--- src/rtl/uart_tx_cfg.sv ---
// rtl/uart_tx_cfg.sv - parametrised UART transmitter with parity, stop-bit and busy options
module uart_tx_cfg #(
  parameter int CLK_FREQ  = 1000000,
  parameter int BAUD_RATE = 9600,
  parameter int DATA_BITS = 8,
  parameter int PARITY    = 0,
  parameter int STOP_BITS = 1
) (
  input  logic                 clk,
  input  logic                 rst,
  input  logic                 newd,
  input  logic [DATA_BITS-1:0] tx_data,
  output logic                 tx,
  output logic                 donetx,
  output logic                 busy
);

  localparam int DIV   = CLK_FREQ / BAUD_RATE;
  localparam int BW    = $clog2(DIV);
  localparam int CW    = $clog2(DATA_BITS + 1);
  localparam int NSTOP = (STOP_BITS == 2) ? 2 : 1;

  // Out-of-range PARITY values collapse to "none".
  localparam logic PAR_EN  = (PARITY == 1) || (PARITY == 2);
  localparam logic PAR_ODD = (PARITY == 1);

  localparam logic [BW-1:0] BAUD_LAST = BW'(DIV - 1);
  localparam logic [CW-1:0] DATA_LAST = CW'(DATA_BITS - 1);
  localparam logic [CW-1:0] STOP_LAST = CW'(NSTOP - 1);

  localparam logic [2:0] S_IDLE  = 3'd0;
  localparam logic [2:0] S_START = 3'd1;
  localparam logic [2:0] S_DATA  = 3'd2;
  localparam logic [2:0] S_PAR   = 3'd3;
  localparam logic [2:0] S_STOP  = 3'd4;

  logic [2:0]           state_q, state_d;
  logic [BW-1:0]        baud_q, baud_d;
  logic [CW-1:0]        bit_q, bit_d;
  logic [DATA_BITS-1:0] shreg_q, shreg_d;
  logic                 par_q, par_d;
  logic                 tx_q, tx_d;
  logic                 busy_q, busy_d;
  logic                 done_q, done_d;
  logic                 baud_tick;

  assign baud_tick = (baud_q == BAUD_LAST);

  // Next-state logic; tx/busy/donetx are computed one cycle ahead so the pins come straight from flops.
  always_comb begin
    state_d = state_q;
    baud_d  = baud_q;
    bit_d   = bit_q;
    shreg_d = shreg_q;
    par_d   = par_q;
    tx_d    = tx_q;
    busy_d  = busy_q;
    done_d  = 1'b0;

    if (state_q != S_IDLE) begin
      baud_d = baud_tick ? '0 : baud_q + 1'b1;
    end

    case (state_q)
      S_IDLE: begin
        tx_d   = 1'b1;
        busy_d = 1'b0;
        if (newd) begin
          shreg_d = tx_data;
          par_d   = (^tx_data) ^ PAR_ODD;
          baud_d  = '0;
          bit_d   = '0;
          state_d = S_START;
          tx_d    = 1'b0;
          busy_d  = 1'b1;
        end
      end
      S_START: begin
        if (baud_tick) begin
          state_d = S_DATA;
          bit_d   = '0;
          tx_d    = shreg_q[0];
        end
      end
      S_DATA: begin
        if (baud_tick) begin
          if (bit_q == DATA_LAST) begin
            bit_d = '0;
            if (PAR_EN) begin
              state_d = S_PAR;
              tx_d    = par_q;
            end else begin
              state_d = S_STOP;
              tx_d    = 1'b1;
            end
          end else begin
            bit_d   = bit_q + 1'b1;
            shreg_d = shreg_q >> 1;
            tx_d    = shreg_q[1];
          end
        end
      end
      S_PAR: begin
        if (baud_tick) begin
          state_d = S_STOP;
          bit_d   = '0;
          tx_d    = 1'b1;
        end
      end
      S_STOP: begin
        if (baud_tick) begin
          if (bit_q == STOP_LAST) begin
            state_d = S_IDLE;
            bit_d   = '0;
            tx_d    = 1'b1;
            busy_d  = 1'b0;
            done_d  = 1'b1;
          end else begin
            bit_d = bit_q + 1'b1;
          end
        end
      end
      default: begin
        state_d = S_IDLE;
        tx_d    = 1'b1;
        busy_d  = 1'b0;
      end
    endcase
  end

  // State and output registers; reset aborts any frame in flight without a done pulse.
  always_ff @(posedge clk) begin
    if (rst) begin
      state_q <= S_IDLE;
      baud_q  <= '0;
      bit_q   <= '0;
      shreg_q <= '0;
      par_q   <= 1'b0;
      tx_q    <= 1'b1;
      busy_q  <= 1'b0;
      done_q  <= 1'b0;
    end else begin
      state_q <= state_d;
      baud_q  <= baud_d;
      bit_q   <= bit_d;
      shreg_q <= shreg_d;
      par_q   <= par_d;
      tx_q    <= tx_d;
      busy_q  <= busy_d;
      done_q  <= done_d;
    end
  end

  assign tx     = tx_q;
  assign donetx = done_q;
  assign busy   = busy_q;

endmodule

--- config.mk ---
export PLATFORM = sky130hd
export DESIGN_NAME = uart_tx_cfg
export DESIGN_NICKNAME = d
export VERILOG_FILES = /design/src/rtl/uart_tx_cfg.sv
export SDC_FILE = /design/constraint.sdc
export NUM_CORES = 1
export LEC_CHECK = 0
export CORE_UTILIZATION = 40
export DETAILED_ROUTE_END_ITERATION = 8
export PLACE_DENSITY_LB_ADDON = 0.05
export RECOVER_POWER = 50
export SKIP_CTS_REPAIR_TIMING = 1
export SLEW_MARGIN = 20
export SYNTH_ARGS = -nofsm -noshare
export SYNTH_HDL_FRONTEND = slang
export SYNTH_SLANG_ARGS = --single-unit
export TNS_END_PERCENT = 1
--- constraint.sdc ---
create_clock -name clk -period 2 [get_ports clk]
set_clock_uncertainty 0.2 [all_clocks]
set_input_delay 0.4 -clock clk [delete_from_list [all_inputs] [get_ports clk]]
set_output_delay 0.4 -clock clk [all_outputs]
set_load 0.02 [all_outputs]
* Yosys cells after proc, flatten, opt, wreduce, memory -nomap -nowiden
Index checks and enable logic that the tools add are counted.
** Operators by class
- Multiplexer cells :: 36
- Reduce and logical (&&, ||, !) cells :: 13
- Add/subtract/negate cells :: 2
- Bitwise operators :: 3
- Equality and inequality tests :: 15
** Operator list (count)
- two-way mux 7 bit :: 4
- two-way mux 4 bit :: 6
- two-way mux 8 bit :: 3
- two-way mux 3 bit :: 7
- != test 2 bit (second input constant) :: 8
- one-hot mux 4 bit (4 select lines) :: 1
- one-hot mux 8 bit (2 select lines) :: 1
- one-hot mux 3 bit (5 select lines) :: 1
- two-way mux 1 bit :: 11
- AND reduction 5 bit :: 2
- adder 7 x 1 -> 7 bit (second input constant) :: 1
- == test 7 bit (second input constant) :: 1
- AND reduction 7 bit :: 1
- == test 3 x 2 -> 1 bit (second input constant) :: 2
- OR reduction 3 bit :: 2
- one-hot mux 1 bit (5 select lines) :: 1
- adder 4 x 1 -> 4 bit (second input constant) :: 1
- == test 4 x 3 -> 1 bit (second input constant) :: 1
- logical NOT 4 bit :: 1
- AND reduction 4 bit :: 1
- nonzero test 4 bit :: 1
- == test 3 x 1 -> 1 bit (second input constant) :: 1
- == test 3 bit (second input constant) :: 1
- logical NOT 3 bit :: 1
- 7 further kinds :: 9
** Storage, ports and cells
- Bits of input ports :: 11
- Output and inout port bits :: 3
- Register bits :: 25
- Logic and storage cells :: 76

* Depth between registers and ports, before layout
Gate-level depths: netlist (run 1).
- Word-level depth :: 5
- Gate-level depth with buffers :: 6
- Depth with buffers taken out :: 6

* Least setup slack after synthesis (run 1)
Ideal clock, no wire load.
- Path kind :: register -> register
- From :: reg state_q[2]
- To :: reg shreg_q[1]
- Setup slack :: 0.159 ns
- Stages on the path, launching flop included :: 6
- Buffers on the path :: 1
- Setup time :: 0.133 ns
- Period minus slack after synthesis :: 1.841 ns
- Data required time :: 1.667 ns
- Arrival :: 1.509 ns
- Cells stage by stage :: dfxtp_1 -> buf_6 -> or3b_4 -> or4_4 -> nand2_4 -> a311oi_1
** On the way
- Word-level cells in the longest chain between the ends :: 3
** Ends and longest elaborated chain
- start, declared :: line 37 : logic [2:0] state_q, state_d;
- start signal, assigned :: line 143 : state_q <= state_d;
- == test 3 x 2 -> 1 bit / logical NOT 3 bit (equally long branches) :: line 64 : case (state_q)
- != test 2 bit (no line) / nonzero test 2 bit (equally long branches)
- AND reduction 4 bit (no line)
- end signal, assigned :: line 146 : shreg_q <= shreg_d;
- end, declared :: line 40 : logic [DATA_BITS-1:0] shreg_q, shreg_d;
Parallel ways exist; a longest one is shown, timed or not.
A chain may end at the register's enable or synchronous reset.

* Worst setup path after layout (run 1)
- From :: reg busy_q (netlist: busy)
- To :: out busy
** RTL lines
- start, declared :: line 43 : logic busy_q, busy_d;
- start signal, assigned :: line 149 : busy_q <= busy_d;
- end, declared :: line 15 : output logic busy
No word-level cell between the ends.

==> out/qor.txt, run 1 <==
Synth async-reset ratio: 0%
GR Overflow Total: 0
Max-Cap Viols: 0
power density over cell area: 550 nW/um^2
crit path max fanout: 3
fin crit period: 1.92 ns
Clock Latency Late Sink: 0.32 ns
WP buf/inv: 1
Largest stage delay, worst path: 0.62 ns
Final ANT Viol Nets: 0
Unique masters post-synth: 45
met1 Resource Use GR: 31.4%
die area: 3680 sq um
commonest non-fill, non-tap cell in the layout: dfxtp_1
Worst EP arrival: 1.32 ns
IO buf count: 13
# IOs: 14
Worst VDD drop: 0.000307 V
max-slew violation count: 0
sequential area share after synthesis: 36.3%
largest net degree at the start of global routing: 19
Tightest Hold Check Type: flip-flop to flip-flop
leading area contributor after synthesis: dfxtp_1
Worst-Margin Slew: 0.445 ns
fill count: 323
number of synthesized flops with an enable pin: 0
Final Util: 54.0%
fin cells: 239
initial drt markers: 65
endpoint type of the worst setup path: primary output
Cells after Synth: 166
Max-slew headroom: 70.1%
Setup WS pre-CTS: -0.217 ns
Post-Route WL: 3340 um
GPL Wtd Cong: 0.806
vias: 1377
Pleak: 0.586 nW
number of global-route vias before repair: 1254
Critical Path Start Type: flip-flop
CTS tree: yes
fraction of layout cells with a size suffix above 1: 16.4%
final setup fails: 0
Final Hold Fails: 0
status: finished clean
total routing usage reported by global routing: 21.3%
clk sinks: 25
final net count: 210
residual DRC count: 0
Pwr Total: 0.938 mW
number of CTS-inserted buffers: 3
Mapped Nets: 180
RSZ-0062 raised after global routing: false
critical path, cell by cell: clkdlybuf4s50_1
first-pass GRT wire length: 5880 um
clock transition at the registers of the reported paths: 0.14 ns
Post-DP HPWL: 2490 um
Main synth FF type: dfxtp_1
Worst Setup Slack, final: 0.0843 ns
synth-to-layout area growth: 23.7%
starting density of the core: 43.7%
H-tree Lvls: 1
core area: 3150 sq um
flops & latches, synth: 25
top cell type's share of synthesized area: 36.3%
crit share post-route: 95.8%
met2 usage: 31.9%
most frequent cells in the layout: dfxtp_1 (24), nand2_1 (21), buf_4 (18)
Rows: 20
DR pass1 iterations: 4
Root Driver: clkbuf_4
antenna violations before repair: 0
CP required: 1.40 ns
Ant. Diodes: 0
Placed Instances: 234
vias per std cell: 5.76
Critical-path top delay cell: clkdlybuf4s50_1
Mapped Avg Cell Area: 8.30 sq um
top post-synthesis cells by area: dfxtp_1 (36%), a311oi_1 (6.4%), nand2_1 (6.0%)
critical path type: flip-flop to primary output
Syn Std Cell Area: 1380 sq um
die width: 60.7 um
cell family with most CP delay: buffers and inverters
met3 usage: 2.56%
Max Root-Sink Buffers: 2
wire per inst: 14.0 um
Fmax: 522 MHz
Die Y: 60.7 um
GR peak layer: met2
synth warn: 0
[metal layers]
layer | wire length [um] | up-vias | share of wire (%)
met5 | 0 | - | 0
li1 | - | 685 | -
met3 | 103 | 5 | 3.1
met2 | 1490 | 27 | 45
met4 | 40 | 0 | 1.2
met1 | 1700 | 660 | 51
[worst paths after layout]
| check | endpoint | start | slack, ns | cells past startpoint |
|---|---|---|---|---|
| worst max register to register | shreg_q[1] | state_q[1] | 0.09 | 4 |
| worst min-delay path | shreg_q[7] | shreg_q[7] | 0.29 | 2 |
| worst max-delay path | busy | busy | 0.08 | 1 |
| worst min register to register | shreg_q[7] | shreg_q[7] | 0.29 | 2 |
[tightest hold or removal path: cells and delay by family, from the launching register on]
family	cells	cell delay, ns
DFF	1	0.34
AOI/OAI and AO/OA	1	0.05
and+or+nand+nor	1	0.07
[metrics by stage]
step	hold WS, ns	setup TNS (ns)	area, sq um
after floorplan	0.244	0	1380
after global routing	0.324	0	1700
after global placement	0.274	-1.74	1670
final	0.289	0	1700
after CTS	0.291	-0.0573	1690
after detailed placement	0.270	-2.12	1670
[sequential cells by signal (all words and copies together), names as in the netlist]
name	cells
shreg_q	8
busy	1
donetx	1
tx	1
baud_q	7
state_q	3
bit_q	4
[cells in the mapped netlist, types with 2 or more instances]
master    count
dfxtp_1      25
nand2_1      22
a21oi_1      12
a311oi_1     10
nor3_1       10
o21ai_0      10
nor2_1        9
nand3_1       6
inv_1         5
buf_2         4
a31oi_1       3
clkbuf_1      3
ha_1          3
nand2b_1      3
nand3b_1      3
or3_1         3
a211o_1       2
a211oi_1      2
a22oi_1       2
o211ai_1      2
o32ai_1       2
or3b_1        2
[logic make-up after synthesis]
group	synth area share (%)
simple gates	29.5
compound gates	25.4
flops	36.3
buf+inv	5.27
fa+ha+maj	2.73
mux	0.727
[final cells by class]
type	instances	area [sq um]	share of cell area, %
multi-input cells	126	813	47.7
flip-flops and latches	25	502	29.4
repair buffers	35	288	16.9
well taps	44	55.1	3.23
clock buffers	3	22.5	1.32
inverters	5	18.8	1.10
clock inverters	1	5.00	0.294
[power breakdown]
group / leakage [nW] / internal (mW) / switching (mW) / total, mW
Combinational: 0.364 / 0.0816 / 0.0852 / 0.167
Sequential: 0.205 / 0.524 / 0.0164 / 0.540
Clock: 0.0177 / 0.0750 / 0.156 / 0.231
(Power assumes the default switching activity.)
==> run 2, diff against run 1 <==
--- a/config.mk
+++ b/config.mk
@@ -10,6 +10,7 @@
 export PLACE_DENSITY_LB_ADDON = 0.05
 export RECOVER_POWER = 50
 export SKIP_CTS_REPAIR_TIMING = 1
+export SKIP_LAST_GASP = 1
 export SLEW_MARGIN = 20
 export SYNTH_ARGS = -nofsm -noshare
 export SYNTH_HDL_FRONTEND = slang
==> run 2 against run 1 <==
Critical path depth up 3. Critical path type is now flip-flop to flip-flop. Worst hold slack worse by 0.00075 ns. Utilization about the same. First-iteration DRC count up 60%. Largest power group unchanged. Sequential power about the same. Combinational power about the same. Cell count unchanged. Final area about the same. Non-clock buffer count unchanged. Clock power about the same. Via count down 0.73%. Maximum frequency about the same.
==> out/qor.txt, run 2 (synthesis gave the netlist of run 1 again) <==
status: finished clean
worst r2r src: state_q[1]
vias per std cell: 5.72 (-0.73%)
Largest stage delay, worst path: 0.52 ns (-0.10 ns)
total routing usage reported by global routing: 21.3% (unchanged)
Critical Path Start Type: flip-flop
Worst EP arrival: 1.93 ns (+0.61 ns)
Worst-Margin Slew: 0.434 ns (-0.0114 ns)
Max-slew headroom: 70.9% (+0.76 points)
GR Overflow Total: 0 (unchanged)
crit path max fanout: 8 (+5)
Clock power frac: 24.7% (about the same)
biggest regs: shreg_q x8, baud_q x7, bit_q x4
Critical-path top delay cell: or4_4
Worst VDD drop: 0.000305 V (-0.82%)
Final Hold Fails: 0 (unchanged)
Rows: 20 (unchanged)
CP Launch Point: state_q[1]
antenna violations before repair: 0 (unchanged)
Clock Latency Late Sink: 0.32 ns (about the same)
Top reg by flops: shreg_q
max reg flops: 8 (unchanged)
Pleak: 0.591 nW (+0.87%)
Switching Share: 27.6% (+0.087 points)
cell-internal power: 0.679 mW (-0.17%)
wire per inst: 14.0 um (+0.63%)
clock transition at the registers of the reported paths: 0.14 ns (about the same)
largest net degree at the start of global routing: 19 (unchanged)
critical path type: flip-flop to flip-flop
number of CTS-inserted buffers: 3 (unchanged)
design area: 1710 sq um (about the same)
crit share post-route: 95.7% (about the same)
die width: 60.7 um (unchanged)
Setup WS pre-CTS: -0.217 ns (unchanged)
placed inst area: 1670 sq um (unchanged)
fraction of layout cells with a size suffix above 1: 16.9% (+0.51 points)
number of global-route vias before repair: 1254 (unchanged)
starting density of the core: 43.7% (unchanged)
endpoint type of the worst setup path: flip-flop
critical path, cell by cell: or3b_4 -> or4_4 -> nand2_4 -> a311oi_1
Post-Route WL: 3360 um (+0.63%)
GPL Wtd Cong: 0.806 (unchanged)
Ant. Diodes: 0 (unchanged)
H-tree Lvls: 1 (unchanged)
Max-Cap Viols: 0 (unchanged)
IO buf count: 13 (unchanged)
vias: 1367 (-0.73%)
Final ANT Viol Nets: 0 (unchanged)
RSZ-0062 raised after global routing: true
Sw Pwr: 0.258 mW (+0.26%)
die area: 3680 sq um (unchanged)
Fmax: 522 MHz (about the same)
residual DRC count: 0 (unchanged)
WP buf/inv: 0 (-1)
CP required: 2.01 ns (+0.61 ns)
final setup fails: 0 (unchanged)
Max Root-Sink Buffers: 2 (unchanged)
final net count: 210 (unchanged)
clk sinks: 25 (unchanged)
Worst Setup Slack, final: 0.0850 ns (+0.000700 ns)
power density over cell area: 550 nW/um^2 (-0.13%)
fill count: 323 (unchanged)
Die Y: 60.7 um (unchanged)
DR pass1 iterations: 4 (unchanged)
Tightest Hold Check Type: flip-flop to flip-flop
initial drt markers: 104 (+60%)
Comb pwr share: 17.7% (about the same)
Root Driver: clkbuf_4
min-delay src: shreg_q[7]
core area: 3150 sq um (unchanged)
cell family with most CP delay: simple AND/OR/NAND/NOR gates
max-slew violation count: 0 (unchanged)
fin crit period: 1.91 ns (-0.000700 ns)
Post-DP HPWL: 2490 um (unchanged)
commonest non-fill, non-tap cell in the layout: dfxtp_1
sequential power share: 57.6% (about the same)
CTS tree: yes
synth-to-layout area growth: 23.8% (about the same)
first-pass GRT wire length: 5880 um (unchanged)
# IOs: 14 (unchanged)
most frequent cells in the layout: dfxtp_1 (24), nand2_1 (22), buf_4 (21)
worst hold slack: 0.288 ns (-0.000752 ns)
[run 2: final timing paths]
| check | slack [ns] | endpoint | cells after the start |
|---|---|---|---|
| max | 0.09 | shreg_q[1] | 4 |
| max reg2reg | 0.09 | shreg_q[1] | 4 |
| min reg2reg | 0.29 | shreg_q[7] | 2 |
| min | 0.29 | shreg_q[7] | 2 |
[run 2: final cells by class]
cell class	instances	area (sq um)	share of cell area, %
clock inverters	1	5.00	0.293
flip-flops and latches	25	502	29.4
multi-input cells	126	811	47.5
clock buffers	3	22.5	1.32
well taps	44	55.1	3.23
inverters	5	18.8	1.10
repair buffers	35	292	17.1
[run 2: power groups by stage]
stage / registers, mW / clock network (mW) / logic, mW
after floorplan: 0.551 / 0 / 0.0965
after global placement: 0.549 / 0 / 0.161
after detailed placement: 0.550 / 0 / 0.165
after CTS: 0.540 / 0.243 / 0.165
after global routing: 0.544 / 0.266 / 0.186
final: 0.540 / 0.232 / 0.166
[run 2: metal layers]
layer	share of wire [%]	up-vias	GRT usage (%)
met3	3.5	5	2.56
li1	-	684	-
met1	51	645	31.4
met2	44	33	31.9
met4	1.2	0	7.79
met5	0	-	0
[run 2: worst register-to-register path, delay by kind of cell, from the launching register on]
kind	cells	cell delay [ns]
AOI/OAI and AO/OA	1	0.10
DFF	1	0.42
and+or+nand+nor	3	1.09
[run 2: through the flow]
stage          setup TNS [ns]  power (mW)  std cells  util (%)
2_1_floorplan               0       0.648        166         -
3_3_place_gp            -1.74       0.710        234      52.9
3_5_place_dp            -2.12       0.715        234      52.9
4_1_cts               -0.0573       0.949        238      53.7
5_1_grt               -0.0742       0.996        239      54.1
6_report                    0       0.938        239      54.1
==> run 3, diff against run 2 <==
--- a/config.mk
+++ b/config.mk
@@ -10,7 +10,6 @@
 export PLACE_DENSITY_LB_ADDON = 0.05
 export RECOVER_POWER = 50
 export SKIP_CTS_REPAIR_TIMING = 1
-export SKIP_LAST_GASP = 1
 export SLEW_MARGIN = 20
 export SYNTH_ARGS = -nofsm -noshare
 export SYNTH_HDL_FRONTEND = slang
==> results of run 3 <==
No change in the layout: final DEF, timing and power equal those of run 1.
